[src/rtl/snes_apu_pkg.sv]
// Shared definitions for the SNES APU bus sequencer: FSM states, default
// phase lengths, APU port numbers and a small sizing helper.
package snes_apu_pkg;

    typedef enum logic [2:0] {
        ST_RST_HOLD,
        ST_IDLE,
        ST_SETUP,
        ST_STROBE,
        ST_HOLD,
        ST_DONE
    } apu_state_t;

    typedef logic [1:0] apu_port_t;

    localparam int DEF_CLK_HALF   = 2;
    localparam int DEF_SETUP_CYC  = 2;
    localparam int DEF_STROBE_CYC = 8;
    localparam int DEF_HOLD_CYC   = 2;
    localparam int DEF_RST_CYC    = 1024;

    // CPU-visible ports $2140..$2143 map onto APU port numbers 0..3.
    localparam apu_port_t PORT0 = 2'd0;
    localparam apu_port_t PORT1 = 2'd1;
    localparam apu_port_t PORT2 = 2'd2;
    localparam apu_port_t PORT3 = 2'd3;

    function automatic int max_int(input int a, input int b);
        return (a > b) ? a : b;
    endfunction

endpackage

[src/rtl/apu_bus_ctrl_if.sv]
// Core-side request/response bundle of the APU bus sequencer.
// master = the SNES core I/O logic, slave = the sequencer.
interface apu_bus_ctrl_if;
    import snes_apu_pkg::*;

    logic       req;
    logic       we;
    apu_port_t  addr;
    logic [7:0] wdata;
    logic       soft_rst;
    logic       ack;
    logic [7:0] rdata;
    logic       busy;

    modport master (
        output req, we, addr, wdata, soft_rst,
        input  ack, rdata, busy
    );

    modport slave (
        input  req, we, addr, wdata, soft_rst,
        output ack, rdata, busy
    );
endinterface

[src/rtl/apu_bus_ctrl.sv]
// Serialises single-byte core accesses into timed APU bus cycles
// (setup / strobe / hold), sequences APU_RSTn after reset or a soft-reset
// request, and divides the system clock down to the free-running APU_CLK.
// Every output comes straight from a register.
module apu_bus_ctrl
    import snes_apu_pkg::*;
#(
    parameter int CLK_HALF   = DEF_CLK_HALF,
    parameter int SETUP_CYC  = DEF_SETUP_CYC,
    parameter int STROBE_CYC = DEF_STROBE_CYC,
    parameter int HOLD_CYC   = DEF_HOLD_CYC,
    parameter int RST_CYC    = DEF_RST_CYC
) (
    input  logic          iCLK,
    input  logic          iRST_N,
    apu_bus_ctrl_if.slave bus,
    output logic          APU_RSTn,
    output logic          APU_CLK,
    output logic          APU_WEn,
    output logic          APU_RDn,
    output logic          APU_DEn,
    output logic [1:0]    APU_A,
    output logic [7:0]    APU_Dout,
    input  logic [7:0]    APU_Din
);

    localparam int MAX_CYC = max_int(max_int(SETUP_CYC, STROBE_CYC),
                                     max_int(HOLD_CYC, RST_CYC));
    localparam int CNT_W   = max_int(11, $clog2(MAX_CYC + 1));
    localparam int DIV_W   = (CLK_HALF > 1) ? $clog2(CLK_HALF) : 1;

    apu_state_t       state_reg, state_next;
    logic [CNT_W-1:0] cnt_reg, cnt_next;
    logic             cnt_last;
    logic             pend_reg, pend_next;
    logic             we_reg, we_next;
    apu_port_t        addr_reg, addr_next;
    logic [7:0]       wdata_reg, wdata_next;
    logic [7:0]       rdata_reg, rdata_next;

    logic             ack_reg, ack_next;
    logic             busy_reg, busy_next;
    logic             rstn_reg, rstn_next;
    logic             wen_reg, wen_next;
    logic             rdn_reg, rdn_next;
    logic             den_reg, den_next;
    logic             drive_phase;

    logic [DIV_W-1:0] div_reg;
    logic             apu_clk_reg;

    // Length of each timed phase; the counter is reloaded with this on entry.
    function automatic logic [CNT_W-1:0] phase_len(input apu_state_t s);
        logic [CNT_W-1:0] len;
        case (s)
            ST_RST_HOLD: len = CNT_W'(RST_CYC);
            ST_SETUP:    len = CNT_W'(SETUP_CYC);
            ST_STROBE:   len = CNT_W'(STROBE_CYC);
            ST_HOLD:     len = CNT_W'(HOLD_CYC);
            default:     len = CNT_W'(1);
        endcase
        return len;
    endfunction

    assign cnt_last = (cnt_reg == CNT_W'(1));

    // Next-state logic, request latching, read capture and pending soft reset.
    always_comb begin
        state_next = state_reg;
        pend_next  = pend_reg | bus.soft_rst;
        we_next    = we_reg;
        addr_next  = addr_reg;
        wdata_next = wdata_reg;
        rdata_next = rdata_reg;

        case (state_reg)
            ST_RST_HOLD: begin
                if (cnt_last) state_next = ST_IDLE;
            end
            ST_IDLE: begin
                if (pend_reg || bus.soft_rst) begin
                    state_next = ST_RST_HOLD;
                end else if (bus.req) begin
                    state_next = ST_SETUP;
                    we_next    = bus.we;
                    addr_next  = bus.addr;
                    wdata_next = bus.wdata;
                end
            end
            ST_SETUP: begin
                if (cnt_last) state_next = ST_STROBE;
            end
            ST_STROBE: begin
                if (cnt_last) begin
                    state_next = ST_HOLD;
                    if (!we_reg) rdata_next = APU_Din;
                end
            end
            ST_HOLD: begin
                if (cnt_last) state_next = ST_DONE;
            end
            ST_DONE: begin
                // A soft reset raised during the access runs right after DONE.
                state_next = (pend_reg || bus.soft_rst) ? ST_RST_HOLD : ST_IDLE;
            end
            default: begin
                state_next = ST_RST_HOLD;
            end
        endcase

        if ((state_next == ST_RST_HOLD) && (state_reg != ST_RST_HOLD))
            pend_next = 1'b0;

        if (state_next != state_reg)
            cnt_next = phase_len(state_next);
        else if (state_reg == ST_IDLE)
            cnt_next = cnt_reg;
        else
            cnt_next = cnt_reg - CNT_W'(1);
    end

    // Pin levels for the coming cycle, decoded from the next state so they
    // can be registered without adding a cycle of latency.
    always_comb begin
        drive_phase = (state_next == ST_SETUP) || (state_next == ST_STROBE) ||
                      (state_next == ST_HOLD);
        rstn_next   = (state_next != ST_RST_HOLD);
        wen_next    = !((state_next == ST_STROBE) && we_next);
        rdn_next    = !((state_next == ST_STROBE) && !we_next);
        den_next    = !(drive_phase && we_next);
        ack_next    = (state_next == ST_DONE);
        busy_next   = (state_next != ST_IDLE);
    end

    // State, counter, latched request and registered outputs.
    always_ff @(posedge iCLK) begin
        if (!iRST_N) begin
            state_reg <= ST_RST_HOLD;
            cnt_reg   <= CNT_W'(RST_CYC);
            pend_reg  <= 1'b0;
            we_reg    <= 1'b0;
            addr_reg  <= PORT0;
            wdata_reg <= 8'h00;
            rdata_reg <= 8'h00;
            ack_reg   <= 1'b0;
            busy_reg  <= 1'b1;
            rstn_reg  <= 1'b0;
            wen_reg   <= 1'b1;
            rdn_reg   <= 1'b1;
            den_reg   <= 1'b1;
        end else begin
            state_reg <= state_next;
            cnt_reg   <= cnt_next;
            pend_reg  <= pend_next;
            we_reg    <= we_next;
            addr_reg  <= addr_next;
            wdata_reg <= wdata_next;
            rdata_reg <= rdata_next;
            ack_reg   <= ack_next;
            busy_reg  <= busy_next;
            rstn_reg  <= rstn_next;
            wen_reg   <= wen_next;
            rdn_reg   <= rdn_next;
            den_reg   <= den_next;
        end
    end

    // Free-running APU clock divider; only a hard reset restarts it.
    always_ff @(posedge iCLK) begin
        if (!iRST_N) begin
            div_reg     <= '0;
            apu_clk_reg <= 1'b0;
        end else if (div_reg == DIV_W'(CLK_HALF - 1)) begin
            div_reg     <= '0;
            apu_clk_reg <= ~apu_clk_reg;
        end else begin
            div_reg     <= div_reg + DIV_W'(1);
        end
    end

    assign bus.ack   = ack_reg;
    assign bus.rdata = rdata_reg;
    assign bus.busy  = busy_reg;
    assign APU_RSTn  = rstn_reg;
    assign APU_CLK   = apu_clk_reg;
    assign APU_WEn   = wen_reg;
    assign APU_RDn   = rdn_reg;
    assign APU_DEn   = den_reg;
    assign APU_A     = addr_reg;
    assign APU_Dout  = wdata_reg;

endmodule

[src/flat_wrapper.sv]
// flat-port wrapper written by rule: the top's interface ports become plain ports
module apu_bus_ctrl_flat import snes_apu_pkg::*;
#(
    parameter int CLK_HALF   = DEF_CLK_HALF,
    parameter int SETUP_CYC  = DEF_SETUP_CYC,
    parameter int STROBE_CYC = DEF_STROBE_CYC,
    parameter int HOLD_CYC   = DEF_HOLD_CYC,
    parameter int RST_CYC    = DEF_RST_CYC
)
  (iCLK, iRST_N, APU_RSTn, APU_CLK, APU_WEn, APU_RDn, APU_DEn, APU_A, APU_Dout, APU_Din, bus_req, bus_we, bus_addr, bus_wdata, bus_soft_rst, bus_ack, bus_rdata, bus_busy);
  apu_bus_ctrl_if bus_i ();
  input  logic iCLK;
  input  logic iRST_N;
  output logic APU_RSTn;
  output logic APU_CLK;
  output logic APU_WEn;
  output logic APU_RDn;
  output logic APU_DEn;
  output logic [1:0] APU_A;
  output logic [7:0] APU_Dout;
  input  logic [7:0] APU_Din;
  input wire logic [$bits(bus_i.req)-1:0] bus_req;
  input wire logic [$bits(bus_i.we)-1:0] bus_we;
  input wire logic [$bits(bus_i.addr)-1:0] bus_addr;
  input wire logic [$bits(bus_i.wdata)-1:0] bus_wdata;
  input wire logic [$bits(bus_i.soft_rst)-1:0] bus_soft_rst;
  output wire logic [$bits(bus_i.ack)-1:0] bus_ack;
  output wire logic [$bits(bus_i.rdata)-1:0] bus_rdata;
  output wire logic [$bits(bus_i.busy)-1:0] bus_busy;
  assign bus_i.req = bus_req;
  assign bus_i.we = bus_we;
  assign bus_i.addr = bus_addr;
  assign bus_i.wdata = bus_wdata;
  assign bus_i.soft_rst = bus_soft_rst;
  assign bus_ack = bus_i.ack;
  assign bus_rdata = bus_i.rdata;
  assign bus_busy = bus_i.busy;
  apu_bus_ctrl #(.CLK_HALF(CLK_HALF), .SETUP_CYC(SETUP_CYC), .STROBE_CYC(STROBE_CYC), .HOLD_CYC(HOLD_CYC), .RST_CYC(RST_CYC)) u_core (.iCLK(iCLK), .iRST_N(iRST_N), .bus(bus_i), .APU_RSTn(APU_RSTn), .APU_CLK(APU_CLK), .APU_WEn(APU_WEn), .APU_RDn(APU_RDn), .APU_DEn(APU_DEn), .APU_A(APU_A), .APU_Dout(APU_Dout), .APU_Din(APU_Din));
endmodule
[config.mk]
export PLATFORM = sky130hd
export DESIGN_NAME = apu_bus_ctrl_flat
export DESIGN_NICKNAME = d
export VERILOG_FILES = /design/src/rtl/snes_apu_pkg.sv /design/src/rtl/apu_bus_ctrl_if.sv /design/src/rtl/apu_bus_ctrl.sv /design/src/flat_wrapper.sv
export SDC_FILE = /design/constraint.sdc
export NUM_CORES = 1
export LEC_CHECK = 0
export BUFFER_PORTS_ARGS = -buffer_cell sky130_fd_sc_hd__buf_2
export CORE_AREA = 2 2 51 77
export DETAILED_ROUTE_END_ITERATION = 16
export DIE_AREA = 0 0 53 79
export PLACE_DENSITY = 0.84
export SYNTH_ARGS = -nofsm -noshare
export SYNTH_HDL_FRONTEND = slang
export SYNTH_SLANG_ARGS = --single-unit
[constraint.sdc]
create_clock -name iCLK -period 5.7 [get_ports iCLK]
set_input_delay 0.855 -clock iCLK [delete_from_list [all_inputs] [get_ports iCLK]]
set_output_delay 0.855 -clock iCLK [all_outputs]
set_load 0.03 [all_outputs]
-- Word level (Yosys, flattened, before mapping)
Cells that the tools add are included.
- input bits: 23
- output and inout port bits: 25
- register bits: 42
- word-level logic and storage cells: 69
- reduce and logical (&&, ||, !) cells: 20
- add/subtract/negate cells: 2
- mux-type cells: 14
- bitwise gates (word level): 5
- eq/ne operators: 13
- operators by type and width (kind ; count):
    11-bit case mux with 3 select lines ; 1
    11-bit two-way mux ; 2
    3-bit two-way mux ; 6
    3-bit case mux with 6 select lines ; 1
    3-bit by 2-bit equality test with 1-bit output (second input constant) ; 4
    3-bit equality test (second input constant) ; 4
    11-bit by 1-bit equality test with 1-bit output (second input constant) ; 1
    11-bit by 1-bit subtractor with 11-bit output (second input constant) ; 1
    3-bit logical NOT ; 2
    3-bit AND reduction ; 2
    3-bit nonzero test ; 2
    2-bit OR reduction ; 3
    1-bit logical AND ; 4
    1-bit logical NOT ; 4
    1-bit two-way mux ; 4
    1-bit NOT ; 4
    3-bit by 1-bit equality test with 1-bit output (second input constant) ; 1
    1-bit logical OR ; 3
    3-bit by 1-bit != test with 1-bit output (second input constant) ; 1
    3-bit != test ; 1
    2-bit by 1-bit != test with 1-bit output (second input constant) ; 1
    1-bit adder (second input constant) ; 1
    1-bit bitwise OR ; 1

-- Longest topological paths before layout
- word-level depth: 8
- mapped depth: 6
- mapped depth without buffers: 6

-- Worst setup path after synthesis
OpenSTA, ideal clock, no wires.
- path type: input to register
- from: in bus_soft_rst
- to: reg u_core.cnt_reg[9]
- arrival time: 1943 ps
- library setup time: 72 ps
- data required time: 5628 ps
- stages: 4
- path buffers: 0
- slack: 3685 ps
- cells stage by stage: or2_2 > nor3_1 > o21ai_1 > a21oi_1
- word-level cells in the longest chain between the ends: 5
- elaborated cells on any way between the ends: 7
- classes of those cells: eq/ne: 2; mux: 4; reduce/logical: 1
- RTL lines (what ; line ; source):
    start, declared ; flat_wrapper.sv:26 ; input wire logic [$bits(bus_i.soft_rst)-1:0] bus_soft_rst;
    1-bit logical OR (*) ; apu_bus_ctrl.sv:81, apu_bus_ctrl.sv:104 ;
    1-bit two-way mux or 3-bit two-way mux (tied branches) ; apu_bus_ctrl.sv:104, apu_bus_ctrl.sv:81 ;
    3-bit case mux with 6 select lines (*) ; apu_bus_ctrl.sv:76 ; case (state_reg)
    3-bit != test (*) ; apu_bus_ctrl.sv:114 ; if (state_next != state_reg)
    2-bit by 1-bit != test with 1-bit output (no source line) or 11-bit two-way mux (tied branches) ; n/a ;
    end signal, assigned ; apu_bus_ctrl.sv:139 ; cnt_reg <= CNT_W'(RST_CYC);
    end signal, assigned ; apu_bus_ctrl.sv:153 ; cnt_reg <= cnt_next;
    end, declared ; apu_bus_ctrl.sv:33 ; logic [CNT_W-1:0] cnt_reg, cnt_next;
Mark *: on every way between the ends. The rest lies on a longest branch, timed or not.
A chain may end at the register's enable or synchronous reset.

-- Worst setup path in the final report
- from: reg u_core.state_reg[0]
- to: reg u_core.cnt_reg[9]
- word-level cells in the longest chain between the ends: 5
- elaborated cells on any way between the ends: 16
- classes of those cells: eq/ne: 7; mux: 8; reduce/logical: 1
- RTL lines (what ; line ; source):
    start, declared ; apu_bus_ctrl.sv:32 ; apu_state_t state_reg, state_next;
    start signal, assigned ; apu_bus_ctrl.sv:152 ; state_reg <= state_next;
    3-bit two-way mux ; apu_bus_ctrl.sv:83 ; end else if (bus.req) begin
    3-bit two-way mux ; apu_bus_ctrl.sv:81 ; if (pend_reg || bus.soft_rst) begin
    3-bit case mux with 6 select lines ; apu_bus_ctrl.sv:76 ;
    3-bit != test ; apu_bus_ctrl.sv:114 ;
    2-bit by 1-bit != test with 1-bit output (no source line) or 11-bit two-way mux (tied branches) ; n/a ;
Several ways; a longest one is shown, not always the timed one.

==> reports/metrics.yaml <==
finalSetupViolations: 0
synth-edff-count: 0
multi_input_area_um2: 951
ys_ff_latch: 42
cap_violations: 0
post_cts_buffers: 0
syn_inst: 209
regArea_um2: 841
syn_nets: 234
timing_worst_slew_pin_value_ps: 745
area_growth_pct: 18.1
routed_wl_um: 4210
num_rows: 27
antenna_found_initial: 0
synth_top_area_frac: 0.455
ant_nets: 0
synthTopCellsByArea: "dfxtp_1 45%, nand2_1 5.3%, nor2_1 5.3%"
routed-wl-met3_um: 203
cts_sinks: 42
hold_start: "u_core.div_reg"
nNetsFinal: 279
track_usage: 0.226
clk_pin_slew_ps: 90
fin_skew_ps: 7.56
cts_tree: "done"
endpoint_kind: "flip-flop"
start_util: 0.521
grt.overflow.total: 0
grt_max_degree: 29
synth_area_per_cell_um2: 8.85
largest_reg_flops: 11
antenna_cells: 0
dp_hpwl_um: 3110
synthFlopType: "dfxtp_1"
clk_path_buf_depth: 2
drc: 0
drtPass1Iterations: 5
wl_met2_um: 2180
power_density_mw_per_mm2: 366
port_buffers: 47
avgViaCountPerCell: 5.66
slew_violations: 0
drive_above_1_share: 0.247
cts_hold_buf: 0
hold_class: "reg2reg"
drt-initial-drc-count: 40
h-tree-depth: 2
fmax_ghz: 0.452
grt_pass1_vias: 1708
intPower_uw: 508
r2r-end: "u_core.cnt_reg[9]"
fin_crit_sh: 0.388
yosysSeqAreaShare: 0.455
clk_latency_ps: 300
wire_per_inst_um: 14.1
rr_worst_depth: 4
wl_met1_um: 1590
die-width_um: 53
synth_common_cells: "42 x dfxtp_1, 26 x nand2_1, 26 x nor2_1"
whs_endpoint: "u_core.div_reg"
ys_types: 46
ioPinCount: 48
cts_root_buf: "clkbuf_8"
cp.required_ps: 5930
switching_power_uw: 291
vias: 1687
combPwrFrac: 0.292
die_h_um: 79
grt_pass1_wl_um: 7070
gp_congestion: 0.927
min_period_ps: 2210
cp_max_fo: 15
critPathLaunchType: "flip-flop"
holdPathStages: 1
top_layer_used: "met4"
post-synth-top-area-cell: "dfxtp_1"
relSlewSlack: 0.502
status: "finished clean"
ir_drop_uv: 315
post_cts_resized: 0
reg2reg_slack_ps: 3490
switching_share: 0.364
power_frac_clock: 0.242
netlist_area_mm2: 0.00185
cts_made_buffers: 5
total_power_uw: 799
r2r-start: "u_core.state_reg[0]"
die-area_mm2: 0.00419
coreArea_mm2: 0.00355
hold_viol_final: 0
arrival_ps: 2440
cellLeakagePower_uw: 0.000940
nFillCells: 321
post-synth-top-count-cell: "dfxtp_1"
pwr-share-seq: 0.466
grt_setup_unrepaired: "no"
ys_async_sr_fraction: 0
fin_tns_setup_ps: 0
yosysWarningCount: 0
critical_path_class: "reg2reg"
[worst max-delay path, cell delays in order, from the launching register on]
cell,delay [ps]
dfxtp_1,570
or3b_1,550
nor3_1,530
o21ai_1,310
a21oi_1,180
[cells by family (layout without fill, tap and decap cells)]
| group | Yosys count | after routing | share of synthesized area |
|---|---|---|---|
| AND/OR/NAND/NOR | 93 | 93 | 0.262 |
| flip-flops | 42 | 42 | 0.455 |
| AO/OA/AOI/OAI | 41 | 41 | 0.147 |
| buffers and inverters | 13 | 59 | 0.0311 |
| XOR/XNOR | 9 | 9 | 0.0426 |
| multiplexers | 9 | 9 | 0.0487 |
| adder cells (fa/ha/maj) | 2 | 2 | 0.0135 |
[cell usage in the layout, fill, tap and decap left out, drive strengths merged, types with 2 or more instances in the layout]
cell type / synthesis / final
nand4: 5 / 5
o31ai: 4 / 4
buf: 3 / 47
ha: 2 / 2
nor4bb: 2 / 2
o21ai: 5 / 5
xnor2: 2 / 2
o41ai: 2 / 2
a21oi: 17 / 17
nand3: 7 / 7
a211oi: 2 / 2
nand2: 26 / 26
nand2b: 4 / 4
o211ai: 3 / 3
nor3: 6 / 6
nor2b: 3 / 3
clkbuf: 6 / 5
or4: 4 / 4
o31a: 2 / 2
dfxtp: 42 / 42
nor3b: 2 / 2
inv: 4 / 5
nor2: 26 / 26
clkinv: 0 / 2
mux2i: 9 / 9
xor2: 7 / 7
nor4: 2 / 2
[routing by layer]
metal,up-vias,GRT usage
met4,0,0.149
li1,830,-
met1,778,0.220
met3,23,0.0564
met2,56,0.403
met5,-,0
[metrics by stage]
step / cell area (µm²) / util / hold slack [ps] / cells / setup WS (ps)
after floorplan: 1850 / - / 413 / 209 / 3680
after global placement: 2100 / 0.591 / 424 / 290 / 3380
after detailed placement: 2100 / 0.591 / 443 / 290 / 3300
after CTS: 2180 / 0.616 / 456 / 298 / 3500
after global routing: 2180 / 0.616 / 477 / 298 / 3240
final: 2180 / 0.616 / 448 / 298 / 3490
[area by class of cell]
class | count | area share
Timing Repair Buffer | 47 | 0.108
Sequential cell | 42 | 0.385
Tap cell | 43 | 0.0246
Multi-Input combinational cell | 154 | 0.436
Clock buffer | 5 | 0.0315
Clock inverter | 3 | 0.00860
Inverter | 4 | 0.00688
[worst max-delay path by stage]
stage | start | endpoint | slack [ps] | depth (start not counted)
2_1_floorplan | bus_soft_rst | u_core.cnt_reg[9] | 3680 | 4
3_3_place_gp | bus_soft_rst | u_core.cnt_reg[9] | 3380 | 5
3_5_place_dp | bus_soft_rst | u_core.cnt_reg[9] | 3300 | 5
4_1_cts | u_core.state_reg[0] | u_core.cnt_reg[8] | 3500 | 4
5_1_grt | u_core.state_reg[0] | u_core.cnt_reg[9] | 3240 | 4
6_report | u_core.state_reg[0] | u_core.cnt_reg[9] | 3490 | 4
[power by group through the flow]
| stage | Sequential, µW | Clock (µW) | Combinational (µW) |
|---|---|---|---|
| after floorplan | 371 | 0 | 201 |
| after global placement | 377 | 0 | 226 |
| after detailed placement | 378 | 0 | 229 |
| after CTS | 372 | 198 | 233 |
| after global routing | 379 | 205 | 262 |
| final | 372 | 194 | 233 |
Power figures use the tool's default switching activity.
